===== config.mk =====
export PLATFORM = sky130hd
export DESIGN_NAME = visitor_display_scan
export DESIGN_NICKNAME = d
export VERILOG_FILES = /design/src/rtl/visitor_display_scan.sv
export SDC_FILE = /design/constraint.sdc
export NUM_CORES = 1
export LEC_CHECK = 0
export ABC_CLOCK_PERIOD_IN_PS = 3400
export BUFFER_PORTS_ARGS = -buffer_cell sky130_fd_sc_hd__buf_4
export CAP_MARGIN = 20
export CORE_ASPECT_RATIO = 0.7
export CORE_UTILIZATION = 55
export CTS_CLUSTER_DIAMETER = 200
export DETAILED_ROUTE_END_ITERATION = 16
export PLACE_DENSITY = 0.87
export RECOVER_POWER = 100
export SLEW_MARGIN = 20
export SYNTH_ARGS = -nofsm -noshare
export SYNTH_HDL_FRONTEND = slang
export SYNTH_SLANG_ARGS = --single-unit

===== constraint.sdc =====
create_clock -name clk -period 3.4 [get_ports clk]
set_input_delay 0.51 -clock clk [delete_from_list [all_inputs] [get_ports clk]]
set_output_delay 0.51 -clock clk [all_outputs]
set_load 0.005 [all_outputs]

===== src/rtl/visitor_display_scan.sv =====
// rtl/visitor_display_scan.sv - 4-digit 7-segment scan controller with refresh divider, leading-zero blanking and enable.
// Optional anode dimming PWM is compiled in with VISITOR_DISPLAY_DIM_EN.
module visitor_display_scan #(
    parameter int REFRESH_DIV = 100000
) (
    input  logic       clk,
    input  logic       rst,
    input  logic       en,
    input  logic       blank_lz,
    input  logic [3:0] dig0,
    input  logic [3:0] dig1,
    input  logic [3:0] dig2,
    input  logic [3:0] dig3,
`ifdef VISITOR_DISPLAY_DIM_EN
    input  logic [3:0] duty,
`endif
    output logic [1:0] sel,
    output logic [3:0] an,
    output logic [6:0] seg
);

    localparam int DW = $clog2(REFRESH_DIV + 1);
    localparam logic [DW-1:0] DIV_MAX = DW'(REFRESH_DIV - 1);
    localparam logic [DW-1:0] DIV_ONE = DW'(1);

    logic [DW-1:0] r_div_cnt;
    logic [1:0]    r_idx;
    logic [1:0]    r_sel;
    logic [3:0]    r_an;
    logic [6:0]    r_seg;

    logic          w_tick;
    logic [3:0]    w_dig;
    logic          w_blanked;
    logic          w_show;
    logic          w_an_on;
    logic [6:0]    w_seg_dec;

    function automatic logic [6:0] f_decode(input logic [3:0] d);
        case (d)
            4'd0:    f_decode = 7'b1000000;
            4'd1:    f_decode = 7'b1111001;
            4'd2:    f_decode = 7'b0100100;
            4'd3:    f_decode = 7'b0110000;
            4'd4:    f_decode = 7'b0011001;
            4'd5:    f_decode = 7'b0010010;
            4'd6:    f_decode = 7'b0000010;
            4'd7:    f_decode = 7'b1111000;
            4'd8:    f_decode = 7'b0000000;
            4'd9:    f_decode = 7'b0010000;
            default: f_decode = 7'b0111111;
        endcase
    endfunction

    assign w_tick = en && (r_div_cnt == DIV_MAX);

    always_comb begin
        w_dig     = dig0;
        w_blanked = 1'b0;
        case (r_idx)
            2'd0: begin
                w_dig     = dig0;
                w_blanked = 1'b0;
            end
            2'd1: begin
                w_dig     = dig1;
                w_blanked = blank_lz && (dig3 == 4'd0) && (dig2 == 4'd0) && (dig1 == 4'd0);
            end
            2'd2: begin
                w_dig     = dig2;
                w_blanked = blank_lz && (dig3 == 4'd0) && (dig2 == 4'd0);
            end
            default: begin
                w_dig     = dig3;
                w_blanked = blank_lz && (dig3 == 4'd0);
            end
        endcase
    end

    assign w_show    = en && !w_blanked;
    assign w_seg_dec = f_decode(w_dig);

`ifdef VISITOR_DISPLAY_DIM_EN
    logic [3:0] r_pwm_cnt;

    // Free-running so the dimming phase is independent of scan enable.
    always_ff @(posedge clk) begin
        if (rst) begin
            r_pwm_cnt <= 4'd0;
        end else begin
            r_pwm_cnt <= r_pwm_cnt + 4'd1;
        end
    end

    assign w_an_on = w_show && (r_pwm_cnt < duty);
`else
    assign w_an_on = w_show;
`endif

    always_ff @(posedge clk) begin
        if (rst) begin
            r_div_cnt <= '0;
            r_idx     <= 2'd0;
        end else if (en) begin
            if (w_tick) begin
                r_div_cnt <= '0;
                r_idx     <= r_idx + 2'd1;
            end else begin
                r_div_cnt <= r_div_cnt + DIV_ONE;
            end
        end
    end

    // Outputs are loaded from the pre-update idx so sel, an and seg always agree.
    always_ff @(posedge clk) begin
        if (rst) begin
            r_sel <= 2'b00;
            r_an  <= 4'b1111;
            r_seg <= 7'b1111111;
        end else begin
            r_sel <= r_idx;
            r_an  <= w_an_on ? ~(4'b0001 << r_idx) : 4'b1111;
            r_seg <= w_show ? w_seg_dec : 7'b1111111;
        end
    end

    assign sel = r_sel;
    assign an  = r_an;
    assign seg = r_seg;

endmodule


==> Word level (Yosys, flattened, before mapping) <==
Memories as Yosys holds them, arrays and structs flattened. A register that Yosys moved wholly into a read port is not among the register bits.
Cells that the tools add are included.
{ "totals": {"register_bits": 25, "romBits": 112, "in_bits": 20, "out_inout_bits": 13, "word_cells": 28, "memories": 1} }
{ "mem_list": {"columns": ["memory", "depth", "width", "read_ports", "rd_clocked_by_memory_dff", "wr", "line_no", "text"], "rows": [
  ["(name not given)", 16, 7, 1, 1, 0, "40", "case (d)"]
]} }
{ "classes": {"add_sub_neg": 2, "n_eq_ne": 3, "n_shift": 1, "muxes": 3, "bitwise": 2, "n_reduce_logical": 12} }
{ "op_table": {"columns": ["operator", "count"], "rows": [
  ["$add A17 B1 Y17 const B", 1],
  ["$eq A17 B17 Y1 const B", 1],
  ["$mux W17", 1],
  ["$logic_not A4 Y1", 3],
  ["$pmux W4 S3", 1],
  ["$logic_and A1 B1 Y1", 5],
  ["$not A4 Y4", 1],
  ["$shl A1 B2 Y4 const A", 1],
  ["$pmux W1 S3", 1],
  ["$add A2 B1 Y2 const B", 1],
  ["$eq A2 B1 Y1 const B", 1],
  ["$eq A2 B2 Y1 const B", 1],
  ["$logic_not A2 Y1", 1],
  ["$reduce_and A2 Y1", 1],
  ["$reduce_or A2 Y1", 1],
  ["$logic_not A1 Y1", 1],
  ["$not A1 Y1", 1]
]} }

==> Depth between registers and ports, before layout <==
Gate-level depths: netlist of the first run.
{ "logic_depth": {"ltp_word": 9, "mapped_depth": 8, "ltp_nobuf": 8} }

==> Worst setup path before layout of the first run <==
OpenSTA, ideal clock, no wires.
{ "synth_timing": {"path_kind": "reg2reg", "start": "register r_idx[0]", "end": "register r_seg[5] (netlist: seg[5])", "setup_ns": 0.137, "arrival_ns": 1.768, "required_time_ns": 3.263, "setup_slack_ns": 1.495, "stages_incl_launch_ff": 9, "n_path_buf": 0, "period_less_slack_ns": 1.905, "path_cell_list": "dfxtp_1 -> inv_1 -> ha_1 -> a222oi_1 -> mux2_2 -> inv_1 -> ha_1 -> nor3_1 -> o21ai_0"} }
{ "synth_via": {"elab_chain_cells": 6, "word_cells_on_any_way": 9, "classes_between": "eq/ne: 2; mux: 2; bitwise: 1; reduce/logical: 4"} }
{ "synth_lines": {"columns": ["item", "line_no", "text"], "rows": [
  ["from (decl)", "27", "logic [1:0] r_idx;"],
  ["from (signal assigned)", "107", "r_idx <= r_idx + 2'd1;"],
  ["$eq A2 B2 Y1, or another cell as far along", "60", "case (r_idx)"],
  ["$pmux W1 S3", "60", null],
  ["$logic_not A1 Y1", "80", "assign w_show = en && !w_blanked;"],
  ["$logic_and A1 B1 Y1", "80", null],
  ["$not A1 Y1 (no line)", null, null],
  ["$reduce_or A2 Y1 (no line)", null, null],
  ["to (decl)", "30", "logic [6:0] r_seg;"]
]} }
Several ways; a longest one is shown, not always the timed one.
A chain may end at the register's enable or synchronous reset.

==> Final worst setup path of the first run <==
{ "layout_timing": {"start": "register r_div_cnt[0]", "end": "register r_div_cnt[4]"} }
{ "layout_via": {"elab_chain_cells": 3, "word_cells_on_any_way": 4, "classes_between": "add/sub: 1; eq/ne: 1; mux: 1; reduce/logical: 1"} }
{ "layout_lines": {"columns": ["item", "line_no", "text"], "rows": [
  ["from (decl)", "26", "logic [DW-1:0] r_div_cnt;"],
  ["from (signal assigned)", "109", "r_div_cnt <= r_div_cnt + DIV_ONE;"],
  ["parallel branches: the longest is 2 deep, another holds $add A17 B1 Y17", null, null],
  ["$mux W17 (*)", "105", "if (w_tick) begin"]
]} }
Mark *: on every way between the ends.

==> results.cfg, run 1 <==
[detailed_routing]
vias_per_inst = 5.88
remaining_drc_errors = 0
wl_per_cell_um = 15.3
firstDrtPassIters = 4
route.vias.total = 1476
final_ant_viol_nets = 0
detailed_route_iter0_violations = 85
detail_route.wirelength_um = 3840

[logic_synthesis]
synth-adder-area-share = 0.0696
combinational_family_with_the_most_area_after_synthesis = simple AND/OR/NAND/NOR gates
syn-cell-area_mm2 = 0.00162
yosys_warn_count = 0
post_synth_xor_area_fraction = 0.0596
synth.area.mux_share = 0.0456
synth_flop_cell = dfxtp_1
postSynthNetCount = 209
async_reset_ff_frac = 0
synthesized_area_per_cell_um2 = 8.99
number_of_enable_type_register_cells_in_the_synthesized_netlist = 0
synth-seq-area-share = 0.396
ys_seq_elements = 32
post_synthesis_simple_gate_area_fraction = 0.248
number_of_instances_in_the_synthesized_netlist = 180
yosysUniqueCellTypes = 35
synth-compound-area-share = 0.134

[cells_and_area]
final_core_util = 0.695
antenna-diode-count = 0
layout-drive-gt1-share = 0.195
post_layout_nonfiller_instances = 251
layout_commonest_cell = dfxtp_1
nNetsFinal = 243
layout_common_cells = dfxtp_1, buf_4, nor2_1
areaGrowthSynthToFinish_pct = 20.3

[grt]
globalRouteTotalUtil = 0.258
grt_antenna_before_repair = 0
grt_pass1_wl_um = 5730
grt_max_degree = 15
gr-total-overflow = 0
first_global_vias = 1305

[clock_tree]
clkSlewWorstSetupHoldPaths_ns = 0.06
tritoncts.num_buffers = 5
cts.repair.resized = 0
clock_tree.htree_level_count = 2
clock_tree.root_cell = clkbuf_8
clockBufferDepth = 2
clock-sinks = 32
cts_tree = yes
postCtsSetupRepairBufs = 0
holdBufCountCts = 0
clk-insertion-delay-late_ns = 0.29

[place]
routabilityCongestion = 0.876
hpwlAfterDp_um = 2830
dpl.cell_count = 243
portBuffers = 32

[timing]
slew_headroom = 0.359
clock.fmax_mhz = 390
clock_skew_ns = 0.00256
final-setup-viol-count = 0
unrepaired_setup_endpoints_after_global_routing = false
final.period_utilization = 0.755
fin_hold_ws_ns = 0.445
timing_worst_slew_pin_value_ns = 0.954
layout_min_cycle_time_ns = 2.57
report.final.slew_viol_count = 0
finalHoldViolations = 0
final_layout_setup_total_negative_slack_ns = 0

[power]
post-layout-total-power_uw = 751
max-vdd-ir-drop_mv = 0.261
p_leak_nw = 0.735
power.density_cell_area_mw_per_mm2 = 385

[critical_path]
worst_ep_required_time_ns = 3.54
timing.rr.end = r_div_cnt[4]$_SDFFE_PP0P_
timing.critical_path.from_type = register
worst_ep_arrival_time_ns = 2.71
r2r.worst_path.cells = 5
cp_cell_sequence = ha_1 > nand3_1 > or4_1 > o21ai_1 > nor2_1
timing.reg2reg.setup_slack_ns = 0.83
crit_path_top_delay_cell = o21ai_1
timing.critical_path.fanout_max = 14
worst_path_class_setup = register to register
critPathMaxStageDelay_ns = 0.80
worstReg2RegStart = r_div_cnt[0]$_SDFFE_PP0P_
setup.worst_path.end_class = register

[outcome]
status = finished, final reports clean

[die]
fp.dieH_um = 47.4
design.portCount = 33
die_width_um = 66.8
floorplan.rows = 16
floorplan.core_area_mm2 = 0.00280
fp.dieArea_mm2 = 0.00317
floorplan.initialDensity = 0.577

[min_path]
hold-path-cell-count = 2
hold-path-endpoint = sel[1]$_SDFF_PP0_
hold_start = rst
worstHoldPathType = input port to register

[run]
cap_violations = 0
## kinds of logic after synthesis
| logic type | Yosys count |
|---|---|
| flops | 32 |
| fa+ha+maj | 9 |
| mux | 7 |
| buf+inv | 18 |
| xor+xnor | 11 |
| compound gates | 33 |
| simple gates | 70 |
## layout make-up
type                            count  area, µm²
Clock buffer                        8       90.1
Inverter                           13       48.8
Multi-Input combinational cell    130        886
Sequential cell                    32        641
Timing Repair Buffer               32        236
Tap cell                           36       45.0
Fill cell                         210        856
## cells in the mapped netlist, types with 4 or more instances
master | instances | area (µm²)
a21oi_1 | 9 | 45.0
a222oi_1 | 4 | 40.0
dfxtp_1 | 32 | 641
ha_1 | 9 | 113
inv_1 | 13 | 48.8
mux2i_1 | 4 | 40.0
nand2_1 | 10 | 37.5
nand3_1 | 10 | 50.1
nand4_1 | 6 | 37.5
nor2_1 | 17 | 63.8
nor3_1 | 4 | 20.0
nor4_1 | 5 | 31.3
o21ai_0 | 12 | 60.1
or3_1 | 4 | 25.0
xnor2_1 | 6 | 52.6
xor2_1 | 5 | 43.8
## worst max-delay path: cells and delay by family (launching register included)
family	cells	cell delay, ns
compound gates	1	0.80
fa+ha+maj	1	0.24
flops	1	0.43
simple gates	3	0.95
## layer usage
layer,part of all wire,up-vias,track usage,routed length (µm)
met3,0.087,15,0.0777,332
met2,0.46,64,0.396,1750
met5,0,-,0,0
met1,0.44,679,0.327,1670
met4,0.023,0,0.149,87
li1,-,718,-,-
## metrics by stage
step / setup WS, ns / area (µm²)
after floorplan: 1.50 / 1620
after global placement: 1.37 / 1880
after detailed placement: 1.22 / 1880
after CTS: 1.18 / 1970
after global routing: 0.696 / 1950
final: 0.834 / 1950
## worst max path at each step
stage                              startpoint                   endpoint  slack [ns]  cells past startpoint
detailed placement      r_idx[0]$_SDFFE_PP0P_          seg[5]$_SDFF_PP1_        1.22                      8
global route        r_div_cnt[0]$_SDFFE_PP0P_  r_div_cnt[4]$_SDFFE_PP0P_        0.70                      5
floorplan               r_idx[0]$_SDFFE_PP0P_          seg[5]$_SDFF_PP1_        1.50                      8
global placement        r_idx[0]$_SDFFE_PP0P_          seg[5]$_SDFF_PP1_        1.37                      8
finish              r_div_cnt[0]$_SDFFE_PP0P_  r_div_cnt[4]$_SDFFE_PP0P_        0.83                      5
CTS                     r_idx[0]$_SDFFE_PP0P_          seg[5]$_SDFF_PP1_        1.18                      8
## flip-flops by register name, summed over array words and instances, names as in the netlist
name       flops
r_idx          2
an             4
seg            7
sel            2
r_div_cnt     17
## report_power, final
part	internal, mW	switching, mW	leakage (nW)	total, mW
registers	0.381	0.00376	0.260	0.385
logic	0.0314	0.0316	0.430	0.0630
clock network	0.165	0.138	0.0455	0.303
total	0.577	0.173	0.735	0.751
No activity file was read; power rests on OpenSTA's default activity.
==> inputs of run 2 (changes only) <==
--- a/config.mk
+++ b/config.mk
@@ -5,14 +5,14 @@
 export SDC_FILE = /design/constraint.sdc
 export NUM_CORES = 1
 export LEC_CHECK = 0
-export ABC_CLOCK_PERIOD_IN_PS = 3400
+export ABC_CLOCK_PERIOD_IN_PS = 2200
 export BUFFER_PORTS_ARGS = -buffer_cell sky130_fd_sc_hd__buf_4
 export CAP_MARGIN = 20
 export CORE_ASPECT_RATIO = 0.7
-export CORE_UTILIZATION = 55
+export CORE_UTILIZATION = 48
 export CTS_CLUSTER_DIAMETER = 200
 export DETAILED_ROUTE_END_ITERATION = 16
-export PLACE_DENSITY = 0.87
+export PLACE_DENSITY = 0.81
 export RECOVER_POWER = 100
 export SLEW_MARGIN = 20
 export SYNTH_ARGS = -nofsm -noshare
==> constraint.sdc (replaced) <==
create_clock -name clk -period 2.2 [get_ports clk]
set_input_delay 0.33 -clock clk [delete_from_list [all_inputs] [get_ports clk]]
set_output_delay 0.33 -clock clk [all_outputs]
set_load 0.005 [all_outputs]
==> run 2 against run 1 <==
  * The run now ends with design-rule violations left
  * Utilization shrank 6.2 points
  * Flip-flop and latch count is the same
  * Via count shrank 3.5%
  * Cell area grew 3.6%
  * Die area grew 14%
  * Setup slack lost 0.66 ns
  * Largest power group unchanged
  * Highest routed layer unchanged
==> results.cfg, run 2 (synthesized netlist as in run 1, its figures left out) <==
[cells_and_area]
n_fill_cell = 283
nNetsFinal = 247
final_core_util = 0.632
final_cell_area_mm2 = 0.00202
layout_commonest_cell = dfxtp_1
antenna-diode-count = 0
areaGrowthSynthToFinish_pct = 24.7
layout_common_cells = dfxtp_1, buf_4, nor2_1
largest_register = r_div_cnt
largest_register_ff_count = 17
layout-drive-gt1-share = 0.257

[power]
p_leak_nw = 0.770
power.density_cell_area_mw_per_mm2 = 582
post-layout-total-power_mw = 1.17
max-vdd-ir-drop_mv = 0.456

[grt]
first_global_vias = 1183
grt_max_degree = 15
globalRouteTotalUtil = 0.200
grt_pass1_wl_um = 5480
gr-total-overflow = 0
grt_antenna_before_repair = 0

[die]
floorplan.core_area_mm2 = 0.00319
floorplan.initialDensity = 0.507
fp.dieH_um = 50.6
design.portCount = 33
die_width_um = 71.4
fp.dieArea_mm2 = 0.00361
floorplan.rows = 17

[detailed_routing]
detailed_route_iter0_violations = 122
vias_per_inst = 5.57
dr_wl_met2_um = 1330
remaining_drc_errors = 3
route.vias.total = 1425
wl_met1_um = 1760
met3WireLength_um = 300
firstDrtPassIters = 11
wl_per_cell_um = 13.3
final_ant_viol_nets = 0
highest-signal-layer = met4
detail_route.wirelength_um = 3410

[timing]
clock.fmax_mhz = 493
clock_skew_ns = 0.0104
report.final.slew_viol_count = 0
timing_worst_slew_pin_value_ns = 0.461
slew_headroom = 0.693
finalHoldViolations = 0
final-setup-viol-count = 0
final.period_utilization = 0.923
unrepaired_setup_endpoints_after_global_routing = false
final_layout_setup_total_negative_slack_ns = 0
setup_slack_ns = 0.170
layout_min_cycle_time_ns = 2.03

[critical_path]
r2r.worst_path.cells = 8
worst_ep_arrival_time_ns = 2.17
worst_path_class_setup = register to register
worstReg2RegStart = r_idx[0]$_SDFFE_PP0P_
critPathCapture = seg[5]$_SDFF_PP1_
setup.worst_path.end_class = register
worst_ep_required_time_ns = 2.34
timing.critical_path.fanout_max = 6
timing.critical_path.from_type = register
timing.rr.end = seg[5]$_SDFF_PP1_
timing.reg2reg.setup_slack_ns = 0.17
crit_start = r_idx[0]$_SDFFE_PP0P_

[place]
placement.setup.worst_slack_ns = 0.109
detailed_place.area_mm2 = 0.00190
portBuffers = 32
hpwlAfterDp_um = 2580
routabilityCongestion = 0.861

[min_path]
worstHoldPathType = input port to register

[clock_tree]
clkSlewWorstSetupHoldPaths_ns = 0.07
tritoncts.num_buffers = 5
clock-sinks = 32
clockBufferDepth = 2
clock_tree.root_cell = clkbuf_8
clk-insertion-delay-late_ns = 0.28
cts_tree = yes
clock_tree.htree_level_count = 2

[run]
cap_violations = 0

[outcome]
status = complete, but fails checks
violated_checks = design-rule violations
run 2: cell type report:
type / instances / area (µm²) / area share
Timing Repair Buffer: 36 / 267 / 0.132
Clock buffer: 7 / 96.3 / 0.0478
Sequential cell: 32 / 643 / 0.319
Multi-Input combinational cell: 130 / 915 / 0.453
Inverter: 13 / 48.8 / 0.0242
Tap cell: 38 / 47.5 / 0.0236
run 2: worst max-delay path, cell delays in order, from the launching register on:
cell      delay (ns)
dfxtp_2         0.37
inv_1           0.10
ha_1            0.27
a222oi_1        0.33
mux2_2          0.23
inv_1           0.10
ha_1            0.24
nor3_1          0.17
o21ai_0         0.08
run 2: through the flow:
step / instances / hold slack, ns
5_1_grt: 256 / 0.286
3_3_place_gp: 248 / 0.487
3_5_place_dp: 248 / 0.491
4_1_cts: 255 / 0.279
6_report: 256 / 0.273
2_1_floorplan: 180 / 0.466
run 2: layer usage:
metal  GRT usage  vias to the layer above
met2       0.256                       55
met3      0.0542                        2
met5           0                        -
met4      0.0600                        0
met1       0.312                      642
li1            -                      726
run 2: worst min-delay path by stage:
stage / slack (ns) / startpoint / endpoint / cells past startpoint
6_report: 0.27 / rst / r_idx[0]$_SDFFE_PP0P_ / 2
5_1_grt: 0.29 / rst / r_idx[0]$_SDFFE_PP0P_ / 2
4_1_cts: 0.28 / rst / r_idx[0]$_SDFFE_PP0P_ / 2
3_5_place_dp: 0.49 / r_div_cnt[1]$_SDFFE_PP0P_ / r_div_cnt[1]$_SDFFE_PP0P_ / 2
3_3_place_gp: 0.49 / r_div_cnt[1]$_SDFFE_PP0P_ / r_div_cnt[1]$_SDFFE_PP0P_ / 2
2_1_floorplan: 0.47 / r_div_cnt[14]$_SDFFE_PP0P_ / r_div_cnt[14]$_SDFFE_PP0P_ / 2
run 2: what timing repair did:
action                     4_1_cts  5_1_grt
gates resized for setup          0        6
hold buffers                     0        0
buffers inserted                 0        1
setup endpoints to repair        0        7
run 2: where the power goes:
| part | internal, mW | leakage (nW) | switching, mW | total [mW] |
|---|---|---|---|---|
| registers | 0.589 | 0.261 | 0.00454 | 0.594 |
| logic | 0.0526 | 0.459 | 0.0500 | 0.103 |
| clock network | 0.278 | 0.0503 | 0.199 | 0.478 |
